### config.mk
export PLATFORM = sky130hd
export DESIGN_NAME = serial_cla_adder
export DESIGN_NICKNAME = d
export VERILOG_FILES = /design/src/rtl/arith_pkg.sv /design/src/rtl/carry_lookahead_adder_4b.sv /design/src/rtl/serial_cla_adder.sv
export SDC_FILE = /design/constraint.sdc
export NUM_CORES = 1
export LEC_CHECK = 0
export BUFFER_PORTS_ARGS = -buffer_cell sky130_fd_sc_hd__buf_2
export CAP_MARGIN = 25
export CORE_AREA = 8 8 100 102
export DETAILED_ROUTE_END_ITERATION = 16
export DIE_AREA = 0 0 108 110
export GPL_TIMING_DRIVEN = 0
export SLEW_MARGIN = 20
export SYNTH_ARGS = -nofsm -noshare
export SYNTH_HDL_FRONTEND = slang
export SYNTH_SLANG_ARGS = --single-unit
### constraint.sdc
create_clock -name iClk -period 4 [get_ports iClk]
set_input_delay 0.4 -clock iClk [delete_from_list [all_inputs] [get_ports iClk]]
set_output_delay 0.4 -clock iClk [all_outputs]
set_load 0.02 [all_outputs]
### src/rtl/arith_pkg.sv
// ---------------------------------------------------------------------------
// arith_pkg
// Shared definitions for the serial carry-lookahead adder:
//   CLA_SLICE_W : bit width of one datapath slice (one nibble)
//   state_e     : controller states IDLE / CALC / DONE
//   cnt_width() : width of the slice counter, never less than 1 bit
// ---------------------------------------------------------------------------
package arith_pkg;

  localparam int CLA_SLICE_W = 4;

  typedef enum logic [1:0] {
    IDLE = 2'd0,
    CALC = 2'd1,
    DONE = 2'd2
  } state_e;

  // Bits needed to count 0..n-1; a single slice still gets a 1-bit counter.
  function automatic int cnt_width(input int n);
    int w;
    w = 1;
    while ((1 << w) < n) begin
      w = w + 1;
    end
    return w;
  endfunction

endpackage

### src/rtl/carry_lookahead_adder_4b.sv
// ---------------------------------------------------------------------------
// carry_lookahead_adder_4b
// Purely combinational 4-bit carry-lookahead adder.
// Ports:
//   a, b  in  [3:0]  addends
//   cin   in  1      carry into bit 0
//   sum   out [3:0]  a + b + cin (low 4 bits)
//   cout  out 1      carry out of bit 3
// ---------------------------------------------------------------------------
module carry_lookahead_adder_4b (
  input  logic [3:0] a,
  input  logic [3:0] b,
  input  logic       cin,
  output logic [3:0] sum,
  output logic       cout
);

  logic [3:0] g;
  logic [3:0] p;
  logic [4:0] c;

  assign g = a & b;
  assign p = a ^ b;

  // Every carry is expanded directly from generate/propagate terms and cin.
  assign c[0] = cin;
  assign c[1] = g[0] | (p[0] & c[0]);
  assign c[2] = g[1] | (p[1] & g[0]) | (p[1] & p[0] & c[0]);
  assign c[3] = g[2] | (p[2] & g[1]) | (p[2] & p[1] & g[0])
              | (p[2] & p[1] & p[0] & c[0]);
  assign c[4] = g[3] | (p[3] & g[2]) | (p[3] & p[2] & g[1])
              | (p[3] & p[2] & p[1] & g[0])
              | (p[3] & p[2] & p[1] & p[0] & c[0]);

  assign sum  = p ^ c[3:0];
  assign cout = c[4];

endmodule

### src/rtl/serial_cla_adder.sv
// ---------------------------------------------------------------------------
// serial_cla_adder
// Multi-cycle WIDTH-bit adder: operands are processed one nibble per cycle,
// LSB first, through a single 4-bit CLA, with the inter-nibble carry held in
// a register. Valid/ready handshakes on both the operand and result sides.
//
// Optional build macro: SERIAL_CLA_SUBTRACT_EN adds the iSub port; when
// iSub=1 the block computes A - B - borrow (iCarryIn is the borrow-in and
// oCarry=1 means no borrow out).
//
// Ports:
//   iClk      in   1      clock, rising edge
//   iRst      in   1      synchronous active-high reset
//   iValid    in   1      operands valid
//   oReady    out  1      block accepts operands (IDLE)
//   iA, iB    in   WIDTH  operands
//   iCarryIn  in   1      carry into bit 0
//   iSub      in   1      subtract select (SERIAL_CLA_SUBTRACT_EN only)
//   oValid    out  1      result valid (DONE)
//   iReady    in   1      downstream accepts result
//   oSum      out  WIDTH  sum
//   oCarry    out  1      carry out of bit WIDTH-1
//   oOverflow out  1      signed two's-complement overflow
// ---------------------------------------------------------------------------
module serial_cla_adder #(
  parameter int WIDTH = 16
) (
  input  logic             iClk,
  input  logic             iRst,
  input  logic             iValid,
  output logic             oReady,
  input  logic [WIDTH-1:0] iA,
  input  logic [WIDTH-1:0] iB,
  input  logic             iCarryIn,
`ifdef SERIAL_CLA_SUBTRACT_EN
  input  logic             iSub,
`endif
  output logic             oValid,
  input  logic             iReady,
  output logic [WIDTH-1:0] oSum,
  output logic             oCarry,
  output logic             oOverflow
);

  import arith_pkg::*;

  localparam int NSLICE = WIDTH / CLA_SLICE_W;
  localparam int CNT_W  = cnt_width(NSLICE);
  localparam logic [CNT_W-1:0] LAST_CNT = CNT_W'(NSLICE - 1);

  state_e             state_q, state_d;
  logic [CNT_W-1:0]   cnt_q, cnt_d;
  logic               carry_q, carry_d;
  logic [WIDTH-1:0]   a_q, a_d;
  logic [WIDTH-1:0]   b_q, b_d;
  logic [WIDTH-1:0]   res_q, res_d;
  logic               valid_q, valid_d;
  logic [WIDTH-1:0]   sum_q, sum_d;
  logic               cout_q, cout_d;
  logic               ovf_q, ovf_d;

  logic [WIDTH-1:0]   b_eff;
  logic               cin_eff;
  logic [CNT_W+1:0]   bit_base;
  logic [3:0]         cla_a;
  logic [3:0]         cla_b;
  logic [3:0]         cla_sum;
  logic               cla_cout;

  // Effective B operand and carry-in as they will be stored at acceptance.
  always_comb begin
`ifdef SERIAL_CLA_SUBTRACT_EN
    if (iSub) begin
      b_eff   = ~iB;
      cin_eff = ~iCarryIn;
    end else begin
      b_eff   = iB;
      cin_eff = iCarryIn;
    end
`else
    b_eff   = iB;
    cin_eff = iCarryIn;
`endif
  end

  // Bit offset of the current nibble is counter * 4.
  assign bit_base = {cnt_q, 2'b00};
  assign cla_a    = a_q[bit_base +: CLA_SLICE_W];
  assign cla_b    = b_q[bit_base +: CLA_SLICE_W];

  carry_lookahead_adder_4b u_cla (
    .a    (cla_a),
    .b    (cla_b),
    .cin  (carry_q),
    .sum  (cla_sum),
    .cout (cla_cout)
  );

  // Next-state and datapath update for the IDLE/CALC/DONE controller.
  always_comb begin
    state_d = state_q;
    cnt_d   = cnt_q;
    carry_d = carry_q;
    a_d     = a_q;
    b_d     = b_q;
    res_d   = res_q;
    valid_d = valid_q;
    sum_d   = sum_q;
    cout_d  = cout_q;
    ovf_d   = ovf_q;
    case (state_q)
      IDLE: begin
        // oReady is 1 in IDLE, so iValid alone completes the handshake.
        if (iValid) begin
          a_d     = iA;
          b_d     = b_eff;
          carry_d = cin_eff;
          cnt_d   = '0;
          state_d = CALC;
        end else begin
          state_d = IDLE;
        end
      end
      CALC: begin
        res_d[bit_base +: CLA_SLICE_W] = cla_sum;
        carry_d = cla_cout;
        cnt_d   = cnt_q + {{(CNT_W-1){1'b0}}, 1'b1};
        if (cnt_q == LAST_CNT) begin
          state_d = DONE;
          valid_d = 1'b1;
          sum_d   = res_d;
          cout_d  = cla_cout;
          // Top sum bit comes from bit 3 of the final slice.
          ovf_d   = (a_q[WIDTH-1] == b_q[WIDTH-1]) && (cla_sum[3] != a_q[WIDTH-1]);
        end else begin
          state_d = CALC;
        end
      end
      DONE: begin
        if (iReady) begin
          state_d = IDLE;
          valid_d = 1'b0;
        end else begin
          state_d = DONE;
        end
      end
      default: begin
        state_d = IDLE;
        valid_d = 1'b0;
      end
    endcase
  end

  // State and output registers with synchronous reset.
  always_ff @(posedge iClk) begin
    if (iRst) begin
      state_q <= IDLE;
      cnt_q   <= '0;
      carry_q <= 1'b0;
      a_q     <= '0;
      b_q     <= '0;
      res_q   <= '0;
      valid_q <= 1'b0;
      sum_q   <= '0;
      cout_q  <= 1'b0;
      ovf_q   <= 1'b0;
    end else begin
      state_q <= state_d;
      cnt_q   <= cnt_d;
      carry_q <= carry_d;
      a_q     <= a_d;
      b_q     <= b_d;
      res_q   <= res_d;
      valid_q <= valid_d;
      sum_q   <= sum_d;
      cout_q  <= cout_d;
      ovf_q   <= ovf_d;
    end
  end

  assign oReady    = (state_q == IDLE);
  assign oValid    = valid_q;
  assign oSum      = sum_q;
  assign oCarry    = cout_q;
  assign oOverflow = ovf_q;

endmodule
==> impl_metrics.toml <==
[floorplan]
core_area_um2 = 8470
initial_core_util_pct = 36.8
die-height_um = 110
num_rows = 34
die_w_um = 108
ios = 57
die-area_um2 = 11900

[synthesis]
synth_area_um2 = 3120
yosysSeqAreaShare_pct = 46.2
yosys_warnings = 0
synth_cell_type_count = 33
syn_area_per_cell_um2 = 8.90
netlist_instances = 350
syn_nets = 399
synth-edff-count = 0
synth-seq-cells = 72
postSynth.asyncResetShare_pct = 0
ys.flop_type = "dfxtp_1"

[setup_path]
critPathArrivalTime_ps = 3300
slowest_stage = "mux4_2"
path_buf_inv = 1
crit_chain = "clkbuf_1 -> mux4_2 -> ha_1 -> a41oi_1 -> o21ai_2 -> xor2_2 -> a221oi_1 -> nor3_1"
crit_fanout = 10
startpoint = "cnt_q[1]$_SDFFE_PP0P_"
crit_family = "compound AO/OA/AOI/OAI gates"
worstReg2RegStart = "cnt_q[1]$_SDFFE_PP0P_"
worstSetupEndpointType = "flop"
worstPathRequired_ps = 4220
cpPeakStageDelay_ps = 600
start_kind = "flop"
worst-setup-path-type = "flop to flop"

[cts]
post_cts_resized = 0
cts_max_level = 3
worst_skew_pair.late_latency_ps = 350
tritoncts = "done"
cts_buffers = 9
post_cts_buffers = 0
clock_path_buffers = 2
hold_buffers = 0
cts_root_buf = "clkbuf_8"
cts.sink_count = 72
clk_pin_slew_ps = 80

[drt]
drt-pass1-iter-count = 4
drc = 0
drtIter0Drc = 103
viasPerCell = 5.09
drtAntennaViolNets = 0
routedWlPerCell_um = 15.1
vias = 2693
wirelength_mm = 8.01

[grt]
grt_pass1_vias = 2700
grt_max_degree = 14
antenna_found_initial = 0
grt_usage_pct = 14.1
overflow = 0
grt_pass1_wl_mm = 13.2

[placed_design]
gp_congestion = 0.803
dpl.hpwl_mm = 6.02
port_buffers = 55

[power]
powerDensity_nw_per_um2 = 423
p_total_mw = 1.58
p_sw_uw = 442
seqPwrFrac_pct = 48.8
p_leak_nw = 1.47
switching_share_pct = 28.0
p_int_mw = 1.14
p_clk_share_pct = 37.7
vdd_ir_drop_max_v = 0.000199
combPwrFrac_pct = 13.5

[cells_and_area]
nNetsFinal = 465
syn_to_final_growth_pct = 19.7
insertedDiodeCount = 0
drive_above_1_share_pct = 22.6
mostFrequentLayoutCells = "dfxtp_1 (72), nand2_1 (70), buf_2 (63), a21oi_1 (44), nor2_1 (36)"
final_common_cell = "dfxtp_1"

[sta]
whs_ps = 282
setup_viol = 0
report.final.slew_viol_count = 0
tightest_slew_ps = 674
rsz0062_at_grt = "false"
finalCritPeriodShare_pct = 76.9
max_freq_mhz = 325
slew_headroom_pct = 55.1
fin_tns_setup_ps = 0
period_needed_ps = 3080
finClkSkew_ps = 13.3
finalHoldViolCount = 0

[min_path]
min-delay-start = "iB[7]"
hp-class = "input pin to flop"

[job]
cap_violations = 0

[outcome]
status = "finished clean"
worst min-delay path, delay by kind of cell:
family          cells  cell delay (ps)
compound gates      1               50
buf+inv             1               90
simple gates        1               50
cell type report:
| cell class | count | area, um2 |
|---|---|---|
| well taps | 108 | 135 |
| multi-input cells | 246 | 1540 |
| plain buffers | 25 | 108 |
| clock buffers | 10 | 138 |
| flip-flops and latches | 72 | 1440 |
| repair buffers | 55 | 275 |
| inverters | 7 | 26.3 |
| clock inverters | 6 | 66.3 |
| fillers | 891 | 4730 |
final timing paths:
path / to / slack, ps / depth (start not counted)
worst max-delay path: oSum[15]$_SDFFE_PP0P_ / 920 / 8
worst min-delay path: b_q[7]$_SDFFE_PP0P_ / 280 / 3
worst max register to register: oSum[15]$_SDFFE_PP0P_ / 920 / 8
worst min register to register: b_q[11]$_SDFFE_PP0P_ / 450 / 2
synth_stat cells, types with 4 or more instances:
cell type	n	area share, %
nor3_1	6	0.96
inv_1	6	0.72
nor2_1	36	4.3
nand3_1	5	0.80
dfxtp_1	72	46
buf_2	8	1.3
nand2_1	70	8.4
o21ai_0	6	0.96
mux4_2	8	5.8
a21oi_1	44	7.1
a221oi_1	4	1.1
a211oi_1	24	5.8
ha_1	11	4.4
a22oi_1	13	3.1
clkbuf_1	16	1.9
power groups by stage:
stage / registers, mW / clock network, mW / logic, mW
final: 0.770 / 0.595 / 0.213
after global routing: 0.775 / 0.635 / 0.237
after CTS: 0.770 / 0.602 / 0.215
after detailed placement: 0.787 / 0 / 0.214
after global placement: 0.786 / 0 / 0.210
after floorplan: 0.782 / 0 / 0.149
routing by layer:
layer	wire, um	vias to the layer above	GRT usage [%]
met1	3770	1266	17.2
met3	401	13	3.72
met4	129	0	5.65
li1	-	1360	-
met5	0	-	0
met2	3710	54	23.3
cell families (layout without fill, tap and decap cells):
family                     count (synthesis)  in the layout  synth area share, %
and+or+nand+nor                          128            128                 18.4
AOI/OAI and AO/OA                         95             95                 19.1
DFF                                       72             72                 46.2
buffers and inverters                     32            103                 4.30
adders and majority gates                 12             12                 5.06
muxes                                      8              8                 5.78
xor gates and xnor gates                   3              3                 1.08
flip-flops by register name, summed over array words and instances, names as in the netlist, 2 cells and up:
name,count
oSum,16
a_q,16
cnt_q,2
state_q,2
res_q,16
b_q,16
through the flow:
stage | instance area, um2 | setup slack (ps) | util, % | std cells
global route | 3730 | 658 | 44.1 | 529
detailed placement | 3530 | 919 | 41.7 | 513
floorplan | 3120 | 1340 | - | 350
CTS | 3730 | 909 | 44.1 | 529
finish | 3730 | 923 | 44.1 | 529
global placement | 3530 | 945 | 41.7 | 513
Power figures use the tool's default switching activity.
